--- src/rtl/sub_operand_sequencer.sv ---
// -----------------------------------------------------------------------------
// sub_operand_sequencer
//
// Board-side wrapper around an external n-bit subtractor. Two presses of a
// single load button capture the minuend and then the subtrahend from one
// switch bus. The captured operands drive the subtractor. One cycle later the
// difference, borrow and overflow are registered, together with the derived
// negative and zero flags, for the display logic.
//
// A press made while a result is on display loads a new minuend straight
// away. The old result stays visible, but valid drops until the next
// subtraction completes.
//
// Ports
//   clk       in   1   system clock, rising edge
//   rst       in   1   synchronous active-high reset
//   data_in   in   n   switch bus, sampled only on a load event
//   load_btn  in   1   raw asynchronous load button (level)
//   clear     in   1   synchronous abort; same effect as rst
//   A_op      out  n   registered minuend to subtractor .A
//   B_op      out  n   registered subtrahend to subtractor .B
//   D_in      in   n   subtractor difference
//   Bout_in   in   1   subtractor final borrow
//   V_in      in   1   subtractor signed overflow
//   result    out  n   registered difference
//   flag_n    out  1   result MSB
//   flag_z    out  1   result == 0
//   flag_c    out  1   registered borrow (A < B unsigned)
//   flag_v    out  1   registered signed overflow
//   valid     out  1   result/flags hold a completed subtraction
//   state     out  2   FSM state code for LEDs
// -----------------------------------------------------------------------------
module sub_operand_sequencer #(
    parameter int n = 4
) (
    input  logic         clk,
    input  logic         rst,
    input  logic [n-1:0] data_in,
    input  logic         load_btn,
    input  logic         clear,
    output logic [n-1:0] A_op,
    output logic [n-1:0] B_op,
    input  logic [n-1:0] D_in,
    input  logic         Bout_in,
    input  logic         V_in,
    output logic [n-1:0] result,
    output logic         flag_n,
    output logic         flag_z,
    output logic         flag_c,
    output logic         flag_v,
    output logic         valid,
    output logic [1:0]   state
);

    typedef enum logic [1:0] {
        WAIT_A = 2'd0,
        WAIT_B = 2'd1,
        EXEC   = 2'd2,
        HOLD   = 2'd3
    } state_t;

    state_t       state_q, state_d;
    logic [n-1:0] a_q, a_d;
    logic [n-1:0] b_q, b_d;
    logic [n-1:0] res_q, res_d;
    logic         n_q, n_d;
    logic         z_q, z_d;
    logic         c_q, c_d;
    logic         v_q, v_d;
    logic         valid_q, valid_d;

    // Bit 0 and bit 1 form the two-flop synchroniser. Bit 2 holds the previous
    // synchronised level, which is used for rising-edge detection.
    logic [2:0]   sync_q;
    logic         load_ev;
    logic         sync_rst;

    // clear behaves exactly like rst. Because it takes the reset branch, it
    // also wins over a load event that arrives in the same cycle.
    assign sync_rst = rst | clear;

    // A button held for any length produces a single one-cycle pulse here.
    assign load_ev  = sync_q[1] & ~sync_q[2];

    // NOTE: clocked state uses non-blocking assignments so that every
    // register samples the pre-edge values of the others.
    always_ff @(posedge clk) begin
        if (sync_rst) begin
            sync_q <= '0;
        end else begin
            sync_q <= {sync_q[1:0], load_btn};
        end
    end

    // NOTE: each variable gets a hold-value default before the case
    // statement. Without it, a path that does not assign the variable would
    // infer a latch.
    always_comb begin
        state_d = state_q;
        a_d     = a_q;
        b_d     = b_q;
        res_d   = res_q;
        n_d     = n_q;
        z_d     = z_q;
        c_d     = c_q;
        v_d     = v_q;
        valid_d = valid_q;

        case (state_q)
            WAIT_A: begin
                if (load_ev) begin
                    a_d     = data_in;
                    state_d = WAIT_B;
                end
            end
            WAIT_B: begin
                if (load_ev) begin
                    b_d     = data_in;
                    state_d = EXEC;
                end
            end
            EXEC: begin
                // The operands have been registered for at least one cycle,
                // so the subtractor outputs have settled. A load event in
                // this cycle is dropped on purpose.
                res_d   = D_in;
                n_d     = D_in[n-1];
                z_d     = (D_in == '0);
                c_d     = Bout_in;
                v_d     = V_in;
                valid_d = 1'b1;
                state_d = HOLD;
            end
            HOLD: begin
                // A press here starts the next operation. The old result
                // and flags stay visible until the next EXEC overwrites them.
                if (load_ev) begin
                    a_d     = data_in;
                    valid_d = 1'b0;
                    state_d = WAIT_B;
                end
            end
            default: state_d = WAIT_A;
        endcase
    end

    always_ff @(posedge clk) begin
        if (sync_rst) begin
            state_q <= WAIT_A;
            a_q     <= '0;
            b_q     <= '0;
            res_q   <= '0;
            n_q     <= 1'b0;
            z_q     <= 1'b0;
            c_q     <= 1'b0;
            v_q     <= 1'b0;
            valid_q <= 1'b0;
        end else begin
            state_q <= state_d;
            a_q     <= a_d;
            b_q     <= b_d;
            res_q   <= res_d;
            n_q     <= n_d;
            z_q     <= z_d;
            c_q     <= c_d;
            v_q     <= v_d;
            valid_q <= valid_d;
        end
    end

    assign A_op   = a_q;
    assign B_op   = b_q;
    assign result = res_q;
    assign flag_n = n_q;
    assign flag_z = z_q;
    assign flag_c = c_q;
    assign flag_v = v_q;
    assign valid  = valid_q;
    assign state  = state_q;

endmodule
--- config.mk ---
export PLATFORM = sky130hd
export DESIGN_NAME = sub_operand_sequencer
export DESIGN_NICKNAME = d
export VERILOG_FILES = /design/src/rtl/sub_operand_sequencer.sv
export SDC_FILE = /design/constraint.sdc
export NUM_CORES = 1
export LEC_CHECK = 0
export CAP_MARGIN = 10
export CORE_MARGIN = 2
export CORE_UTILIZATION = 29
export CTS_BUF_LIST = sky130_fd_sc_hd__clkbuf_2 sky130_fd_sc_hd__clkbuf_4 sky130_fd_sc_hd__clkbuf_8
export CTS_CLUSTER_SIZE = 14
export DETAILED_ROUTE_END_ITERATION = 8
export GPL_TIMING_DRIVEN = 1
export PLACE_DENSITY_LB_ADDON = 0.05
export REMOVE_ABC_BUFFERS = 1
export SLEW_MARGIN = 0
export SYNTH_ARGS = -nofsm -noshare
export SYNTH_HDL_FRONTEND = slang
export SYNTH_SLANG_ARGS = --single-unit
--- constraint.sdc ---
create_clock -name clk -period 1.5 [get_ports clk]
set_input_delay 0.3 -clock clk [delete_from_list [all_inputs] [get_ports clk]]
set_output_delay 0.3 -clock clk [all_outputs]
set_load 0.05 [all_outputs]
==> results.json <==
{
  "status": "finished, final reports clean",
  "cp_max_fo": 5,
  "io_buffers": 32,
  "clockBufferDepth": 2,
  "cts_buffers": 3,
  "fin_crit_sh": 0.821,
  "diodes": 0,
  "grt_pass1_wl_mm": 2.66,
  "drt-pass1-iter-count": 3,
  "reg2regPathDepth": 6,
  "worst_pin_slew_ns": 0.408,
  "cts-root-buf": "clkbuf_4",
  "yosys_warnings": 0,
  "wl_per_cell_um": 10.8,
  "synthDistinctLibCells": 21,
  "final_area_mm2": 0.00140,
  "dp_cells": 144,
  "slowest_delay_ns": 0.35,
  "finalSetupTns_ns": 0,
  "hold_violations": 0,
  "seq_area_frac_synth": 0.503,
  "rows": 19,
  "vias": 661,
  "max_cap_viol_count": 0,
  "required_ns": 1.20,
  "antenna_found_initial": 0,
  "h-tree-depth": 1,
  "crit_chain": "buf_4, buf_12",
  "netlist.area_leader.share": 0.503,
  "placed_cell_area_mm2": 0.00137,
  "finalSetupViolCount": 0,
  "yosys.area.top_type": "dfxtp_1",
  "min_period_ns": 1.23,
  "first_iter_violations": 2,
  "rsz0062_at_grt": "no",
  "hp-class": "reg2reg",
  "synthFlopType": "dfxtp_1",
  "remaining_drc_errors": 0,
  "synthCells": 83,
  "yosys_register_bits": 21,
  "drtAntennaViolNets": 0,
  "synth_area_leaders": "dfxtp_1, mux2i_1, ha_1",
  "synthesis.area_um2": 836,
  "place_ws_ns": 0.0566,
  "dp.final_hpwl_mm": 1.24,
  "synth_edf_count": 0,
  "overflow": 0,
  "cp_num_cells": 2,
  "cts_sinks": 21,
  "final_max_slew_viol_count": 0,
  "gp_congestion": 0.675,
  "final_cells": 148,
  "p_leak_nw": 0.497,
  "grt_max_degree": 16,
  "clkTransAtPathRegs_ns": 0.12,
  "layout-drive-gt1-share": 0.282,
  "crit_type": "reg2out",
  "post-synth-top-count-cell": "dfxtp_1",
  "grt_use_total": 0.102,
  "cp-end-kind": "output pin",
  "fin_nets": 136,
  "layout_setup_ws_ns": 0.268,
  "die_h_um": 57.7,
  "first_global_vias": 632,
  "finClkSkew_ns": 0.00188,
  "ios": 33,
  "cp-start-kind": "flop",
  "crit_buf_inv": 2,
  "cts_setup_buffers": 0,
  "worst_ep_arrival_time_ns": 0.93,
  "initial_core_util": 0.303,
  "drt-total-wl_mm": 1.60,
  "critical_path.slowest_cell": "dfxtp_1",
  "fp.coreArea_mm2": 0.00276,
  "hold_depth": 1,
  "fillCellCount": 275,
  "p_per_area_mw_per_mm2": 674,
  "floorplan.die_area_mm2": 0.00333,
  "cts_hold_buf": 0,
  "synthArstFlopShare": 0,
  "synth_common_cells": "dfxtp_1, nand3_1, o21ai_1",
  "cts_tree": "done",
  "relSlewSlack": 0.728,
  "vdd_ir_drop_max_mv": 0.433,
  "synthToLayoutAreaGrowth_pct": 67.4,
  "syn_area_per_cell_um2": 10.1,
  "clock_latency_ns": 0.29,
  "fmax_mhz": 812,
  "cpLargestDelayFamily": "flip-flops",
  "fp.dieW_um": 57.7,
  "via_per_inst": 4.47,
  "cts_resized": 0
}
==> state kept, by name (all words and copies together), names as in the netlist <==
register and flops:
sync_q 3, state 2, B_op 4, A_op 4, result 4, flag_v 1
valid 1, flag_z 1, flag_c 1
==> final timing paths <==
| check | from | endpoint | slack (ns) |
|---|---|---|---|
| setup / recovery | state[1] | state[1] | 0.27 |
| hold / removal | sync_q[0] | sync_q[1] | 0.44 |
| setup reg to reg | state[1] | B_op[0] | 0.29 |
| hold reg to reg | sync_q[0] | sync_q[1] | 0.44 |
==> per-layer routing <==
layer | routed length, um | vias to the layer above | global-route usage | share of wire
met5 | 0 | - | 0 | 0
met4 | 13 | 0 | 0.0399 | 0.0081
met3 | 144 | 2 | 0.0290 | 0.090
met2 | 748 | 22 | 0.170 | 0.47
met1 | 696 | 289 | 0.123 | 0.43
li1 | - | 348 | - | -
==> logic make-up (layout without fill, tap and decap cells) <==
logic type,after synthesis,in the layout,share of synthesized area
mux,7,7,0.0838
buf+inv,6,40,0.0464
simple gates,31,31,0.201
flops,21,21,0.503
fa+ha+maj,4,4,0.0599
compound gates,14,14,0.106
==> metrics by stage <==
step                      utilization  hold slack [ns]  power, W
after global placement          0.496            0.410  0.000665
after global routing            0.507            0.473  0.000986
after floorplan                     -            0.406  0.000610
after detailed placement        0.496            0.412  0.000665
after CTS                       0.507            0.442  0.000956
final                           0.507            0.438  0.000942
==> cell type report <==
cell class              instances  area (um^2)  share of cell area
clock buffers                   4         30.0              0.0215
repair buffers                 34          526               0.376
well taps                      31         38.8              0.0277
inverters                       2         7.51             0.00537
multi-input cells              56          377               0.269
flip-flops and latches         21          420               0.301
==> layout by cell type (no fill, tap or decap), types with 3 or more instances in the layout <==
cell / n
buf_12: 19
dfxtp_1: 21
a21oi_2: 3
mux2i_1: 7
nor2_1: 7
clkdlybuf4s50_1: 13
nand3_1: 8
clkbuf_4: 4
ha_1: 4
o21ai_1: 8
nand2_1: 7
==> power by group <==
| group | total [W] | internal, W | switching, W | leakage, nW |
|---|---|---|---|---|
| Clock | 0.000291 | 0.000121 | 0.000169 | 0.0184 |
| Sequential | 0.000564 | 0.000561 | 0.00000268 | 0.169 |
| Combinational | 0.0000878 | 0.0000496 | 0.0000382 | 0.309 |
Note: power is estimated with default switching activity, not from simulation.
